## src/rtl/ifu_prefetch_if.sv

```systemverilog
// Instruction-memory request/response bundle between the fetch unit (master) and imem (slave).
interface ifu_prefetch_if #(
    parameter int XLEN = 32
);
    logic            imem_req_valid;
    logic            imem_req_ready;
    logic [XLEN-1:0] imem_req_addr;
    logic            imem_rsp_valid;
    logic [XLEN-1:0] imem_rsp_data;

    modport master (
        output imem_req_valid, imem_req_addr,
        input  imem_req_ready, imem_rsp_valid, imem_rsp_data
    );

    modport slave (
        input  imem_req_valid, imem_req_addr,
        output imem_req_ready, imem_rsp_valid, imem_rsp_data
    );
endinterface

```

## src/rtl/ifu_prefetch.sv

```systemverilog
// Pipelined instruction fetch: multiple outstanding imem requests, FIFO prefetch queue, counted flush discard.
// Optional static branch prediction on queue push is enabled with IFU_STATIC_BP_EN.
module ifu_prefetch #(
    parameter int              XLEN     = 32,
    parameter int              DEPTH    = 4,
    parameter int              MAX_OUT  = 2,
    parameter logic [XLEN-1:0] RESET_PC = '0
) (
    input  logic             clk,
    input  logic             rst,
    ifu_prefetch_if.master   imem,
    input  logic             EXE_ready,
    input  logic             EXE_flush,
    input  logic [XLEN-1:0]  EXE_flush_addr,
    input  logic             INT_flush,
    input  logic [XLEN-1:0]  INT_flush_addr,
    input  logic             INT_PC_reload,
    output logic             instr_valid,
    output logic [XLEN-1:0]  instruction,
    output logic [XLEN-1:0]  pc_to_EXE,
    output logic             addr_unaligned,
`ifdef IFU_STATIC_BP_EN
    output logic             bp_taken,
`endif
    output logic [XLEN-1:0]  PC
);
    localparam int QW = $clog2(DEPTH);
    localparam int CW = $clog2(DEPTH + 1);
    localparam int AW = (MAX_OUT > 1) ? $clog2(MAX_OUT) : 1;
    localparam logic [CW:0]   DEPTH_L = (CW + 1)'(DEPTH);
    localparam logic [CW-1:0] MAX_L   = CW'(MAX_OUT);
    localparam logic [AW-1:0] AF_LAST = AW'(MAX_OUT - 1);

    logic [XLEN-1:0] pc;
    logic [CW-1:0]   count, out_cnt, drop_cnt, out_cnt_next;
    logic [QW-1:0]   head, tail;
    logic [AW-1:0]   af_wr, af_rd;
    logic            halt;

    logic [XLEN-1:0] q_instr [DEPTH];
    logic [XLEN-1:0] q_pc    [DEPTH];
    logic [XLEN-1:0] af_addr [MAX_OUT];

    logic            flush, rsp_ok, rsp_keep, push, pop, req_valid, accept, redir;
    logic [XLEN-1:0] flush_addr, rsp_addr, redir_addr;

    assign flush      = INT_flush | EXE_flush;
    assign flush_addr = INT_flush ? INT_flush_addr : EXE_flush_addr;
    // A response with nothing in flight is a protocol error and is ignored entirely.
    assign rsp_ok     = imem.imem_rsp_valid && (out_cnt != '0);
    assign rsp_keep   = rsp_ok && (drop_cnt == '0) && !flush;
    assign rsp_addr   = af_addr[af_rd];
    assign push       = rsp_keep;
    assign pop        = instr_valid && EXE_ready;

`ifdef IFU_STATIC_BP_EN
    logic                   bp_hit;
    logic [XLEN-1:0]        bp_target;
    logic signed [20:0]     imm_j;
    logic signed [12:0]     imm_b;
    logic                   q_bp [DEPTH];

    always_comb begin
        imm_j     = {imem.imem_rsp_data[31], imem.imem_rsp_data[19:12], imem.imem_rsp_data[20],
                     imem.imem_rsp_data[30:21], 1'b0};
        imm_b     = {imem.imem_rsp_data[31], imem.imem_rsp_data[7], imem.imem_rsp_data[30:25],
                     imem.imem_rsp_data[11:8], 1'b0};
        bp_hit    = 1'b0;
        bp_target = rsp_addr;
        if (rsp_keep && imem.imem_rsp_data[6:0] == 7'b1101111) begin
            bp_hit    = 1'b1;
            bp_target = rsp_addr + XLEN'(imm_j);
        end else if (rsp_keep && imem.imem_rsp_data[6:0] == 7'b1100011 && imm_b < 0) begin
            bp_hit    = 1'b1;
            bp_target = rsp_addr + XLEN'(imm_b);
        end
    end

    assign redir      = flush | bp_hit;
    assign redir_addr = flush ? flush_addr : bp_target;
    assign bp_taken   = instr_valid && q_bp[head];
`else
    assign redir      = flush;
    assign redir_addr = flush_addr;
`endif

    // Credit rule: queued + in-flight never exceeds DEPTH, so a response always finds room.
    assign req_valid = !INT_PC_reload && !rst && (out_cnt < MAX_L)
                       && (({1'b0, count} + {1'b0, out_cnt}) < DEPTH_L)
                       && (drop_cnt == '0) && !halt && !redir;
    assign accept       = req_valid && imem.imem_req_ready;
    assign out_cnt_next = out_cnt + CW'(accept) - CW'(rsp_ok);

    always_ff @(posedge clk) begin
        if (rst) begin
            pc             <= RESET_PC;
            count          <= '0;
            head           <= '0;
            tail           <= '0;
            out_cnt        <= '0;
            drop_cnt       <= '0;
            af_wr          <= '0;
            af_rd          <= '0;
            halt           <= 1'b0;
            addr_unaligned <= 1'b0;
        end else begin
            addr_unaligned <= redir && (redir_addr[1:0] != 2'b00);
            out_cnt        <= out_cnt_next;
            if (accept) af_wr <= (af_wr == AF_LAST) ? '0 : af_wr + AW'(1);
            if (rsp_ok) af_rd <= (af_rd == AF_LAST) ? '0 : af_rd + AW'(1);
            // Everything still in flight after this cycle belongs to the old stream.
            if (redir) begin
                pc       <= redir_addr;
                drop_cnt <= out_cnt_next;
                halt     <= (redir_addr[1:0] != 2'b00);
            end else begin
                if (accept) pc <= pc + XLEN'(4);
                if (rsp_ok && drop_cnt != '0) drop_cnt <= drop_cnt - CW'(1);
            end
            if (flush) begin
                count <= '0;
                head  <= '0;
                tail  <= '0;
            end else begin
                if (push) tail <= tail + QW'(1);
                if (pop)  head <= head + QW'(1);
                count <= count + CW'(push) - CW'(pop);
            end
        end
    end

    // Storage: written on accept/push only, never reset.
    always_ff @(posedge clk) begin
        if (accept) af_addr[af_wr] <= pc;
        if (push) begin
            q_instr[tail] <= imem.imem_rsp_data;
            q_pc[tail]    <= rsp_addr;
`ifdef IFU_STATIC_BP_EN
            q_bp[tail]    <= bp_hit;
`endif
        end
    end

    assign instr_valid        = (count != '0);
    assign instruction        = instr_valid ? q_instr[head] : '0;
    assign pc_to_EXE          = instr_valid ? q_pc[head] : '0;
    assign imem.imem_req_valid = req_valid;
    assign imem.imem_req_addr  = pc;
    assign PC                 = pc;
endmodule

```

## src/flat_wrapper.sv

```systemverilog
// flat-port wrapper written by rule: the top's interface ports become plain ports
module ifu_prefetch_flat 
#(
    parameter int              XLEN     = 32,
    parameter int              DEPTH    = 4,
    parameter int              MAX_OUT  = 2,
    parameter logic [XLEN-1:0] RESET_PC = '0
)
  (clk, rst, EXE_ready, EXE_flush, EXE_flush_addr, INT_flush, INT_flush_addr, INT_PC_reload, instr_valid, instruction, pc_to_EXE, addr_unaligned, PC, imem_imem_req_valid, imem_imem_req_addr, imem_imem_req_ready, imem_imem_rsp_valid, imem_imem_rsp_data);
  ifu_prefetch_if #(.XLEN(XLEN)) imem_i ();
  input  logic clk;
  input  logic rst;
  input  logic EXE_ready;
  input  logic EXE_flush;
  input  logic [XLEN-1:0] EXE_flush_addr;
  input  logic INT_flush;
  input  logic [XLEN-1:0] INT_flush_addr;
  input  logic INT_PC_reload;
  output logic instr_valid;
  output logic [XLEN-1:0] instruction;
  output logic [XLEN-1:0] pc_to_EXE;
  output logic addr_unaligned;
  output logic [XLEN-1:0] PC;
  output wire logic [$bits(imem_i.imem_req_valid)-1:0] imem_imem_req_valid;
  output wire logic [$bits(imem_i.imem_req_addr)-1:0] imem_imem_req_addr;
  input wire logic [$bits(imem_i.imem_req_ready)-1:0] imem_imem_req_ready;
  input wire logic [$bits(imem_i.imem_rsp_valid)-1:0] imem_imem_rsp_valid;
  input wire logic [$bits(imem_i.imem_rsp_data)-1:0] imem_imem_rsp_data;
  assign imem_imem_req_valid = imem_i.imem_req_valid;
  assign imem_imem_req_addr = imem_i.imem_req_addr;
  assign imem_i.imem_req_ready = imem_imem_req_ready;
  assign imem_i.imem_rsp_valid = imem_imem_rsp_valid;
  assign imem_i.imem_rsp_data = imem_imem_rsp_data;
  ifu_prefetch #(.XLEN(XLEN), .DEPTH(DEPTH), .MAX_OUT(MAX_OUT), .RESET_PC(RESET_PC)) u_core (.clk(clk), .rst(rst), .imem(imem_i), .EXE_ready(EXE_ready), .EXE_flush(EXE_flush), .EXE_flush_addr(EXE_flush_addr), .INT_flush(INT_flush), .INT_flush_addr(INT_flush_addr), .INT_PC_reload(INT_PC_reload), .instr_valid(instr_valid), .instruction(instruction), .pc_to_EXE(pc_to_EXE), .addr_unaligned(addr_unaligned), .PC(PC));
endmodule
```

## config.mk

```make
export PLATFORM = sky130hd
export DESIGN_NAME = ifu_prefetch_flat
export DESIGN_NICKNAME = d
export VERILOG_FILES = /design/src/rtl/ifu_prefetch_if.sv /design/src/rtl/ifu_prefetch.sv /design/src/flat_wrapper.sv
export SDC_FILE = /design/constraint.sdc
export NUM_CORES = 1
export LEC_CHECK = 0
export CORE_MARGIN = 1.5
export CORE_UTILIZATION = 49
export CTS_CLUSTER_DIAMETER = 40
export DETAILED_ROUTE_END_ITERATION = 8
export PLACE_DENSITY_LB_ADDON = 0.08
export RECOVER_POWER = 100
export SETUP_SLACK_MARGIN = 0.15
export SYNTH_ARGS = -nofsm -noshare
export SYNTH_HDL_FRONTEND = slang
export SYNTH_SLANG_ARGS = --single-unit
```

## constraint.sdc

```tcl
create_clock -name clk -period 2.8 [get_ports clk]
set_input_delay 0.42 -clock clk [delete_from_list [all_inputs] [get_ports clk]]
set_output_delay 0.42 -clock clk [all_outputs]
set_load 0.01 [all_outputs]
```

==> reports/results.txt <==
Status = complete, but fails checks
Failing checks = max-capacitance violations, max-slew violations
Crit Path Class = register to output port
RSZ-0062 raised after global routing = true
GR Util All Layers = 0.213
Startpoint types = register
Post-Synthesis Cells = 910
DP HPWL = 22.3 mm
Initial antenna violation count = 0
Synth async-reset ratio = 0
Post-CTS Hold Buffers = 0
Antenna viol nets, final = 0
Critical Path Fanout Max = 7
Final worst slack = 0.116 ns
Worst Path Required = 2.38 ns
Wire length of the first global-routing pass = 53.0 mm
Fin crit share = 0.958
Filler cells = 2234
Syn Area/Cell = 16.8 µm²
Slowest Stage Delay on Critical Path = 0.56 ns
Final count of negative-setup-slack endpoints = 0
Worst Tran Pin Value = 1.66 ns
Fin. max-slew vios = 33
MaxCap Viol Count = 1
Clk_skew = 0.0178 ns
Starting Density = 0.499
Final instance area = 19800 µm²
Crit path max-delay family = buffers and inverters
Non-Filler Instances = 1613
Fin. Hold Viols = 0
Leakage = 6.92 nW
Die area = 32300 µm²
Power Density = 668 nW/µm²
Number of cell rows = 64
Worst EP arrival = 2.26 ns
Count of input and output buffers = 234
CTS root buffer = clkbuf_16
Number of synthesized flops with an enable pin = 320
Placeable Area = 30700 µm²
Layout cell share with drive strength beyond 1 = 0.200
Global route total overflow = 0
Most frequent cells in the layout = 320 x edfxtp_1, 100 x dlygate4sd3_1, 69 x clkdlybuf4s50_1
Max Fclk = 373 MHz
Die Width = 180 µm
Die Height = 180 µm
HP Class = register to register
1st-iter DRT viols = 531
Pwr Total = 13.2 mW
Routability cong. = 0.833
Clock transition at path regs = 0.06 ns
Yosys warns = 0
Post-synthesis cell area = 15300 µm²
Pre-Repair DR Iteration Count = 5
Cell Chain, Critical Path = buf_6, buf_12, clkbuf_4, mux4_2, and2_2, buf_2
ANT cells = 0
CTS sink count = 372
Pre-CTS WS = 0.0998 ns
CTS Buffer Depth = 3
Area Overhead vs Synth = 29.3%
Worst Path Buf+Inv = 4
Remaining DRCs = 0
Hold slack = 0.491 ns
Yosys cell types = 58
Largest net degree at the start of global routing = 66
Rel. slew slack = -0.108
Peak supply drop = 403 µV
CTS tree = built
Synth Flop Type = edfxtp_1
Min Tclk post-route = 2.68 ns
IO Pins = 235
Final net count = 1304
Htree depth = 2
Placed Area = 18300 µm²
Synth Net Count = 1030
Vias per inst = 5.48
Register area share after synthesis = 0.696
Final core occ = 0.645
Placed cell count = 1510
Clk_lat worst skew = 0.53 ns
Setup crit end kind = output port
Flops & latches, synth = 372
Vias in the first global route = 9040
TNS Setup = 0 ns
CTS Buf Count = 44
WL per Instance = 21.3 µm
Drt total wl = 34.4 mm
Vias = 8843
Slowest-stage cell, CP = mux4_2
Commonest non-fill, non-tap cell in the layout = edfxtp_1
-- state kept, by name, indices dropped and copies added, names as in the netlist, named ones only --
| signal | cells |
|---|---|
| u_core.out_cnt | 3 |
| u_core.tail | 2 |
| u_core.q_instr | 128 |
| u_core.drop_cnt | 3 |
| u_core.count | 3 |
| u_core.PC | 32 |
| u_core.af_rd | 1 |
| u_core.q_pc | 128 |
| u_core.head | 2 |
| u_core.af_wr | 1 |
| u_core.af_addr | 64 |
| u_core.addr_unaligned | 1 |
| u_core.halt | 1 |
-- cells in the mapped netlist, types with 4 or more instances --
cell | count | area share
edfxtp_1 | 320 | 0.63
and2_1 | 69 | 0.028
mux4_2 | 64 | 0.094
dfxtp_1 | 52 | 0.068
buf_4 | 33 | 0.016
clkbuf_1 | 33 | 0.0081
mux2_2 | 32 | 0.024
nor2_1 | 32 | 0.0078
nand4_1 | 21 | 0.0086
a21oi_1 | 20 | 0.0065
inv_1 | 18 | 0.0044
a22oi_1 | 16 | 0.0078
nand2_1 | 15 | 0.0037
ha_1 | 14 | 0.011
nand3_1 | 13 | 0.0043
o22ai_1 | 13 | 0.0053
and3_1 | 11 | 0.0045
buf_2 | 11 | 0.0036
mux2i_1 | 11 | 0.0072
xor2_1 | 11 | 0.0063
xnor2_1 | 10 | 0.0057
a211oi_1 | 9 | 0.0044
nor3_1 | 9 | 0.0029
nor4_1 | 7 | 0.0029
o21ai_0 | 5 | 0.0016
and4_1 | 4 | 0.0023
buf_1 | 4 | 0.00098
o21ai_1 | 4 | 0.0013
-- cells by family (layout without fill, tap and decap cells) --
family,Yosys count,in the layout,share of synthesized area
AOI/OAI and AO/OA,94,94,0.0428
xor gates and xnor gates,21,21,0.0120
adders and majority gates,16,16,0.0141
buffers and inverters,103,410,0.0352
DFF,372,372,0.696
muxes,107,107,0.125
and+or+nand+nor,197,197,0.0749
-- report_power, final --
| part | total, mW | leakage, nW | internal (mW) | switching, mW |
|---|---|---|---|---|
| clock network | 5.47 | 0.689 | 3.24 | 2.23 |
| registers | 6.50 | 3.32 | 6.30 | 0.199 |
| logic | 1.24 | 2.91 | 0.616 | 0.626 |
-- metal layers --
| layer | part of all wire | GRT usage |
|---|---|---|
| met1 | 0.45 | 0.299 |
| met2 | 0.48 | 0.349 |
| met3 | 0.050 | 0.0375 |
| met4 | 0.016 | 0.0523 |
| met5 | 0 | 0 |
-- repair_timing --
item,4_1_cts,5_1_grt
endpoints found under the setup margin,66,49
pin swaps,0,1
gates resized for setup,144,65
cloned,4,0
buffers inserted,11,9
-- path summary, 6_finish.rpt --
path | startpoint | cells after the start | slack, ns | end
setup / recovery | register | 6 | 0.12 | pc_to_EXE[6]
hold / removal | u_core.halt$_SDFFE_PP0N_ | 1 | 0.49 | u_core.halt$_SDFFE_PP0N_
setup reg to reg | u_core.drop_cnt[0]$_SDFFE_PP0P_ | 6 | 0.25 | u_core.q_instr[1][10]$_DFFE_PP_
hold reg to reg | u_core.halt$_SDFFE_PP0N_ | 1 | 0.49 | u_core.halt$_SDFFE_PP0N_
-- layout make-up --
cell class / count / area, µm² / area share
flip-flops and latches: 372 / 10700 / 0.539
multi-input cells: 435 / 4150 / 0.210
repair buffers: 311 / 2990 / 0.151
clock buffers: 51 / 1170 / 0.0591
well taps: 396 / 495 / 0.0250
clock inverters: 28 / 251 / 0.0127
inverters: 20 / 75.1 / 0.00379
No activity file was read; power rests on OpenSTA's default activity.
